`config.mk`:
```
export PLATFORM = sky130hd
export DESIGN_NAME = cr_kme_int_event_log
export DESIGN_NICKNAME = d
export VERILOG_FILES = /design/src/rtl/cr_kme_int_event_log.sv
export SDC_FILE = /design/constraint.sdc
export NUM_CORES = 1
export LEC_CHECK = 0
export CORE_UTILIZATION = 30
export DETAILED_ROUTE_END_ITERATION = 10
export PLACE_DENSITY = 0.46
export SYNTH_ARGS = -nofsm -noshare
export SYNTH_HDL_FRONTEND = slang
export SYNTH_SLANG_ARGS = --single-unit
```
`constraint.sdc`:
```
create_clock -name clk -period 7.95 [get_ports clk]
set_input_delay 1.59 -clock clk [delete_from_list [all_inputs] [get_ports clk]]
set_output_delay 1.59 -clock clk [all_outputs]
set_load 0.01 [all_outputs]
```
`src/rtl/cr_kme_int_event_log.sv`:
```
`default_nettype none
// ============================================================================
// Module   : cr_kme_int_event_log
// Brief    : Latches KME event pulses as pending, round-robin arbitrates them
//            into a {source id, timestamp} log FIFO popped by firmware.
// Revision : 1.0 - initial release
// ============================================================================
module cr_kme_int_event_log #(
  parameter int N_SRC = 16,
  parameter int SRC_W = 4,
  parameter int DEPTH = 8,
  parameter int TS_W  = 24
) (
  input  logic                         clk,
  input  logic                         rst_n,
  input  logic [N_SRC-1:0]             event_in,
  input  logic                         pop,
  input  logic                         clear,
  output logic                         log_valid,
  output logic [SRC_W-1:0]             log_src_id,
  output logic [TS_W-1:0]              log_timestamp,
  output logic [$clog2(DEPTH+1)-1:0]   log_count,
  output logic [7:0]                   coalesce_cnt
);

  localparam int c_AW = $clog2(DEPTH);
  localparam int c_PW = c_AW + 1;
  localparam int c_MW = $clog2(N_SRC + 1);

  logic [TS_W-1:0]  r_ts;
  logic [N_SRC-1:0] r_pending;
  logic [SRC_W-1:0] r_rr_last;
  logic [c_PW-1:0]  r_wr_ptr;
  logic [c_PW-1:0]  r_rd_ptr;
  logic [7:0]       r_coal;
  logic [SRC_W-1:0] r_mem_src [DEPTH];
  logic [TS_W-1:0]  r_mem_ts  [DEPTH];

  logic             w_empty;
  logic             w_full;
  logic             w_grant_en;
  logic             w_pop;
  logic             w_grant_vld;
  logic [SRC_W-1:0] w_grant_idx;
  logic [N_SRC-1:0] w_grant;
  logic [N_SRC-1:0] w_merge;
  logic [c_MW-1:0]  w_merge_cnt;
  logic [31:0]      w_coal_sum;
  logic [7:0]       w_coal_next;

  // Extra wrap bit distinguishes full from empty when the index bits match.
  assign w_empty    = (r_wr_ptr == r_rd_ptr);
  assign w_full     = (r_wr_ptr[c_AW] != r_rd_ptr[c_AW]) &&
                      (r_wr_ptr[c_AW-1:0] == r_rd_ptr[c_AW-1:0]);
  assign w_grant_en = (|r_pending) & ~w_full & ~clear;
  assign w_pop      = pop & ~w_empty & ~clear;

  // Round robin: lowest pending index above rr_last wins, else lowest overall.
  always_comb begin
    w_grant_vld = 1'b0;
    w_grant_idx = '0;
    for (int i = N_SRC - 1; i >= 0; i--) begin
      if (w_grant_en && r_pending[i] && (SRC_W'(i) > r_rr_last)) begin
        w_grant_vld = 1'b1;
        w_grant_idx = SRC_W'(i);
      end
    end
    if (!w_grant_vld) begin
      for (int i = N_SRC - 1; i >= 0; i--) begin
        if (w_grant_en && r_pending[i] && (SRC_W'(i) <= r_rr_last)) begin
          w_grant_vld = 1'b1;
          w_grant_idx = SRC_W'(i);
        end
      end
    end
  end

  assign w_grant = w_grant_vld ? (N_SRC'(1) << w_grant_idx) : '0;
  assign w_merge = event_in & r_pending & ~w_grant;

  always_comb begin
    w_merge_cnt = '0;
    for (int i = 0; i < N_SRC; i++) begin
      w_merge_cnt = w_merge_cnt + c_MW'(w_merge[i]);
    end
  end

  assign w_coal_sum  = 32'(r_coal) + 32'(w_merge_cnt);
  assign w_coal_next = (w_coal_sum > 32'd255) ? 8'hFF : w_coal_sum[7:0];

  always_ff @(posedge clk or negedge rst_n) begin
    if (!rst_n) begin
      r_ts      <= '0;
      r_pending <= '0;
      r_rr_last <= SRC_W'(N_SRC - 1);
      r_wr_ptr  <= '0;
      r_rd_ptr  <= '0;
      r_coal    <= '0;
    end else begin
      r_ts <= r_ts + TS_W'(1);
      if (clear) begin
        r_pending <= '0;
        r_rr_last <= SRC_W'(N_SRC - 1);
        r_wr_ptr  <= '0;
        r_rd_ptr  <= '0;
        r_coal    <= '0;
      end else begin
        r_pending <= event_in | (r_pending & ~w_grant);
        r_coal    <= w_coal_next;
        if (w_grant_vld) begin
          r_rr_last <= w_grant_idx;
          r_wr_ptr  <= r_wr_ptr + c_PW'(1);
        end
        if (w_pop) begin
          r_rd_ptr <= r_rd_ptr + c_PW'(1);
        end
      end
    end
  end

  // Storage needs no reset: reads are masked whenever the FIFO is empty.
  always_ff @(posedge clk) begin
    if (w_grant_vld) begin
      r_mem_src[r_wr_ptr[c_AW-1:0]] <= w_grant_idx;
      r_mem_ts[r_wr_ptr[c_AW-1:0]]  <= r_ts;
    end
  end

  assign log_valid     = ~w_empty;
  assign log_src_id    = w_empty ? '0 : r_mem_src[r_rd_ptr[c_AW-1:0]];
  assign log_timestamp = w_empty ? '0 : r_mem_ts[r_rd_ptr[c_AW-1:0]];
  assign log_count     = r_wr_ptr - r_rd_ptr;
  assign coalesce_cnt  = r_coal;

endmodule
`default_nettype wire

```
Word-level counts from Yosys, hierarchy flattened
Memory sizes are Yosys's and may differ from the RTL's.
Index checks and enable logic that the tools add are counted.
{ "op_classes": {"eq_ne": 3, "n_lt_le_gt_ge": 33, "n_mux": 80, "shifts": 1, "n_addsub": 20, "bitwise": 12, "reduce_logical": 52} }
{ "op_table": {"columns": ["cell", "count"], "rows": [
  ["two-way mux 4 bit", 40],
  ["adder 5 x 1 -> 5 bit", 11],
  ["logical AND 1 bit", 49],
  ["bitwise AND 16 bit", 3],
  ["two-way mux 1 bit", 35],
  ["> comparator 4 bit (first input constant)", 8],
  ["<= comparator 4 bit (first input constant)", 8],
  ["two-way mux 16 bit", 2],
  ["adder 24 x 1 -> 24 bit (second input constant)", 1],
  ["two-way mux 24 bit", 1],
  ["> comparator 3 x 4 -> 1 bit (first input constant)", 4],
  ["<= comparator 3 x 4 -> 1 bit (first input constant)", 4],
  ["two-way mux 8 bit", 2],
  ["inverter 16 bit", 1],
  ["OR 16 bit", 1],
  ["OR reduction 16 bit", 1],
  ["left shift 1 x 4 -> 16 bit (first input constant)", 1],
  ["adder 8 x 5 -> 9 bit", 1],
  ["> comparator 9 x 8 -> 1 bit (second input constant)", 1],
  ["adder 4 x 1 -> 4 bit (second input constant)", 2],
  ["> comparator 1 x 4 -> 1 bit (first input constant)", 2],
  ["> comparator 2 x 4 -> 1 bit (first input constant)", 2],
  ["<= comparator 1 x 4 -> 1 bit (first input constant)", 2],
  ["<= comparator 2 x 4 -> 1 bit (first input constant)", 2],
  ["11 further kinds", 17]
]} }
{ "totals": {"mem_bits_rw": 224, "in_bits": 20, "out_inout_bits": 41, "word_cells": 209, "reg_bits": 60, "n_memories": 2} }
{ "mem_list": {"columns": ["memory", "words", "word_bits", "read_ports", "rd_ports_with_merged_regs", "wr", "line", "source"], "rows": [
  ["r_mem_ts", 8, 24, 1, 0, 1, "37", "logic [TS_W-1:0] r_mem_ts [DEPTH];"],
  ["r_mem_src", 8, 4, 1, 0, 1, "36", "logic [SRC_W-1:0] r_mem_src [DEPTH];"]
]} }

Longest topological paths before layout
{ "depth": {"ltp_word": 63, "ltp_mapped": 31, "depth_no_buf": 26} }

Least setup slack after synthesis
No wires, ideal clock.
{ "synth_timing": {"path_kind": "input port to flip-flop", "startpoint": "in clear", "endpoint": "reg r_coal[0] (netlist: coalesce_cnt[0])", "t_arrival_ns": 7.285, "required_ns": 7.813, "path_stages": 25, "path_buffers": 2, "path_slack_ns": 0.528, "setup_time_ns": 0.137, "path_cell_list": "buf_1 a41oi_1 o31ai_2 or3_1 or3_4 and3_4 buf_6 a211o_1 fa_1 inv_1 fa_1 inv_1 fa_1 inv_1 fa_1 fa_1 inv_1 fa_1 nor2b_1 o21ai_0 a21oi_1 o21ai_0 inv_1 nand3_1 a21oi_1"} }
{ "synth_via": {"elab_chain_cells": 60, "word_cells_on_any_way": 139, "cone_classes": "add/sub (16); order compare (1); shift (1); mux (69); bitwise (4); reduce/logical (48)"} }
{ "synth_lines": {"columns": ["item", "line", "source"], "rows": [
  ["from (decl)", "18", "input logic clear,"],
  ["inverter 1 bit", "55", "assign w_grant_en = (|r_pending) & ~w_full & ~clear;"],
  ["bitwise AND 1 bit", "55", null],
  ["logical AND 1 bit", "63, 70", null],
  ["logical AND 1 bit", "63", "if (w_grant_en && r_pending[i] && (SRC_W'(i) > r_rr_last)) begin"],
  ["two-way mux 4 bit (16 in series)", "63", null],
  ["two-way mux 4 bit (16 in series)", "70", "if (w_grant_en && r_pending[i] && (SRC_W'(i) <= r_rr_last)) begin"],
  ["two-way mux 4 bit", "68", "if (!w_grant_vld) begin"],
  ["left shift 1 x 4 -> 16 bit", "78", "assign w_grant = w_grant_vld ? (N_SRC'(1) << w_grant_idx) : '0;"],
  ["[... 4 more ...]", null, null],
  ["adder 2 x 1 -> 3 bit", "84", "w_merge_cnt = w_merge_cnt + c_MW'(w_merge[i]);"],
  ["adder 3 x 1 -> 4 bit", "84", null],
  ["adder 4 x 1 -> 5 bit", "84", null],
  ["adder 5 x 1 -> 5 bit (11 in series)", "84", null],
  ["adder 8 x 5 -> 9 bit", "88", "assign w_coal_sum = 32'(r_coal) + 32'(w_merge_cnt);"],
  ["> comparator 9 x 8 -> 1 bit", "89", "assign w_coal_next = (w_coal_sum > 32'd255) ? 8'hFF : w_coal_sum[7:0];"],
  ["two-way mux 8 bit", "89", null],
  ["two-way mux 8 bit *", "101", "if (clear) begin"],
  ["to (signal assigned)", "109", "r_coal <= w_coal_next;"],
  ["to (decl)", "35", "logic [7:0] r_coal;"]
]} }
Mark *: on every way between the ends. The rest lies on a longest branch, timed or not.
A chain may end at the register's enable or synchronous reset.

Worst setup path in the final report
{ "layout_timing": {"startpoint": "in clear", "endpoint": "reg r_coal[3] (netlist: coalesce_cnt[3])"} }
Same word-level chain as after synthesis.

==> results.md <==
- Status: completed
- Placed insts: between 1,000 and 1,500
- GRT Total Usage: 0.145
- Initial Util: 0.305
- Reg area: slightly above 8000 sq um
- Area of the multi-input gates: 4260 sq um
- Slowest Stage Delay on Critical Path: about 0.54 ns
- CTS tree: done
- Yosys top cell by area: edfxtp_1
- CTS Buf Count: 30
- Clk buf depth: 3
- Most common cell in the netlist: edfxtp_1
- Initial antenna violation count: 0
- IO Pins: approximately 60
- Post CTS Setup Buffer Count: 0
- Post-synth top area share: 0.523
- Post-synth EDFFs: between 200 and 250
- Final HPWL DP: 18,700 um
- Post-DR wirelength/cell: about 20 um
- Placed inst area: around 14,000 sq um
- Reg power frac: 0.423
- First-pass GRT wire length: about 50,000 um
- Die ar.: approximately 44,000 sq um
- Non-Filler Instances: approximately 1,500
- Slew @ Worst Pin: about 1.0 ns
- PD cells: 273 nW/um^2
- Routed wire length: around 31,000 um
- Top_reg_cell synth: edfxtp_1
- CTS resizes: 0
- Power share of the combinational group: 0.248
- Clock root buffer: clkbuf_16
- Fin. Hold Viols: 0
- Setup tns final: 0 ns
- Layout cells sized above 1: 0.165
- GRT overflow: 0
- Hold_ws: about 0.58 ns
- Fill count: approximately 4,000
- Cell variety after synth: 70
- Die Wd: approximately 210 um
- Final instance area: ~15,000 sq um
- DRC viols: 0
- CP most frequent cell: fa_1
- Synth Instances: 899
- WP data required: between 8 and 9 ns
- Syn Area/Cell: ~14 sq um
- Crit end category: register
- DR iter-0 viols: about 560
- Synthesized flop and latch total: approximately 280
- Antenna fix cells: 0
- RSZ-0062 raised after global routing: no
- Crit path max fanout: 6
- Setup CP Type: in2reg
- Switching share of power: 0.289
- Crit-path slowest cell: fa_1
- Top post-synthesis cells by area: edfxtp_1 52%, dfrtp_1 11%, mux4_2 9.8%
- Syn nets: ~950
- Maximum VDD drop: roughly 0.17 mV
- GP Congestion: between 0.8 and 0.9
- Clock transition at path regs: approximately 0.06 ns
- Via density per instance: 5.04
- Core area: between 40,000 and 50,000 sq um
- Syn-to-layout area delta: 18.2%
- Post-synthesis sequential area ratio: 0.640
- Internal: between 0.002 and 0.003 W
- Max-Cap Viols: 0
- Clock skew: ~0.01 ns
- Min Tclk post-route: around 7.4 ns
- Setup-failing EPs final: 0
- Vias in the first global route: about 8,000
- H-Tree Depth: 1
- Top cells by count, synth: 224 x edfxtp_1, 98 x nand2_1, 60 x a21oi_1
- Fmax: 0.135 GHz
- Post-synth ARST share: 0.211
- Slew Limit Fails: 0
- Clock sink count: ~280
- Sw Pwr: 0.00120 W
- Chip height: ~210 um
- Final nets: about 1,000
- Via count: around 7,800
- Crit start category: input pin
- Leakage power: 5.45 nW
- Drt pass-1 iters: 5
- Crit path DAT: between 7 and 8 ns
- Hold_buf cts: 0
- Row count: 75
- Mapped cell area: 12,900 sq um
- Clock Power Share: 0.329
- Port bufs: 60
- Synth warnings: 0
- Crit path cell chain: clkdlybuf4s50_1 > a41oi_1 > o31ai_2 > or3_1 > or3_4 > and3_4 > a211o_1 > fa_1 > inv_1 > fa_1 > inv_1 > fa_1 > inv_1 > fa_1 > fa_1 > inv_1 > fa_1 > nor2b_1 > o21ai_0 > a21oi_1 > o21ai_0 > inv_1 > nand3_1 > a21oi_1
- Clock Latency Late Sink: 0.56 ns
- Slew HR: 0.302
- Largest net degree at the start of global routing: between 60 and 70
- Crit share post-route: 0.930
- Worst hold-check path type: reg2reg
- DRT antenna net count: 0
-- layout by cell type (no fill, tap or decap), drive strengths merged, types with 5 or more instances in the layout --
master and n:
a21oi 60, or3 7, nor3 17, fa 13
and3 10, buf 37, nand2 98, mux4 56
a211oi 9, clkbuf 40, ha 14, o31a 5
o22a 6, xnor2 21, o21ai 24, xor2 11
edfxtp 224, nor4 6, a311oi 13, a31oi 7
clkinv 9, o311ai 6, inv 52, nor2 45
dfrtp 56, nand3 23, clkdlybuf4s50 59
-- registers in the layout, summed over array words and instances, names as in the netlist --
name and cells:
r_rr_last 4, r_mem_ts 192, r_rd_ptr 4, r_pending 16
r_wr_ptr 4, coalesce_cnt 8, r_mem_src 32, r_ts 24
-- final timing paths --
check                                       endpoint  cells past startpoint                startpoint  slack (ns)
min                          r_wr_ptr[3]$_DFFE_PN0P_                      2   r_wr_ptr[3]$_DFFE_PN0P_        0.58
min in group asynchronous  coalesce_cnt[6]$_DFF_PN0_                      2                     rst_n        1.23
max in group asynchronous    r_rd_ptr[0]$_DFFE_PN0P_                      2                     rst_n        6.05
min reg2reg                  r_wr_ptr[3]$_DFFE_PN0P_                      2   r_wr_ptr[3]$_DFFE_PN0P_        0.58
max reg2reg                coalesce_cnt[3]$_DFF_PN0_                     24  r_rr_last[3]$_DFFE_PN1P_        0.73
max                        coalesce_cnt[3]$_DFF_PN0_                     24                     clear        0.55
-- worst max-delay path, delay by kind of cell --
kind / cells / cell delay, ns
adder cells (fa/ha/maj): 6 / 2.68
AO/OA/AOI/OAI: 7 / 1.45
AND/OR/NAND/NOR: 5 / 1.31
buffers and inverters: 6 / 0.77
-- through the flow --
| stage | power, W | utilization | worst slack, ns |
|---|---|---|---|
| after floorplan | 0.00241 | - | 0.528 |
| after global placement | 0.00283 | 0.338 | 0.0565 |
| after detailed placement | 0.00282 | 0.338 | -0.0416 |
| after CTS | 0.00421 | 0.361 | 0.540 |
| after global routing | 0.00437 | 0.361 | 0.181 |
| final | 0.00414 | 0.361 | 0.554 |
-- metal layers --
| metal | GRT usage | wire [um] | vias up |
|---|---|---|---|
| met3 | 0.0252 | 1290 | 51 |
| li1 | - | - | 3578 |
| met2 | 0.226 | 14200 | 202 |
| met5 | 0 | 0 | - |
| met4 | 0.0388 | 753 | 0 |
| met1 | 0.209 | 15100 | 3931 |
-- power groups by stage --
| stage | clock (W) | sequential, W | combinational [W] |
|---|---|---|---|
| 2_1_floorplan | 0 | 0.00173 | 0.000680 |
| 3_3_place_gp | 0 | 0.00178 | 0.00105 |
| 3_5_place_dp | 0 | 0.00178 | 0.00104 |
| 4_1_cts | 0.00140 | 0.00175 | 0.00105 |
| 5_1_grt | 0.00146 | 0.00176 | 0.00114 |
| 6_report | 0.00136 | 0.00175 | 0.00103 |
-- area by class of cell --
cell class	count	share of cell area
sequential	284	0.542
timing repair buffer	96	0.0570
inverter	52	0.0128
clock inverter	15	0.0115
tap	539	0.0444
clock buffer	40	0.0525
multi-input combinational	514	0.280
-- kinds of logic (layout without fill, tap and decap cells) --
group           count (synthesis)  count (layout)  share of synthesized area
flops                         284             284                      0.640
simple gates                  234             234                     0.0849
compound gates                163             163                     0.0867
buf+inv                       101             203                     0.0331
mux                            58              58                     0.0996
xor+xnor                       32              32                     0.0218
fa+ha+maj                      27              27                     0.0339
Note: power is estimated with default switching activity, not from simulation.
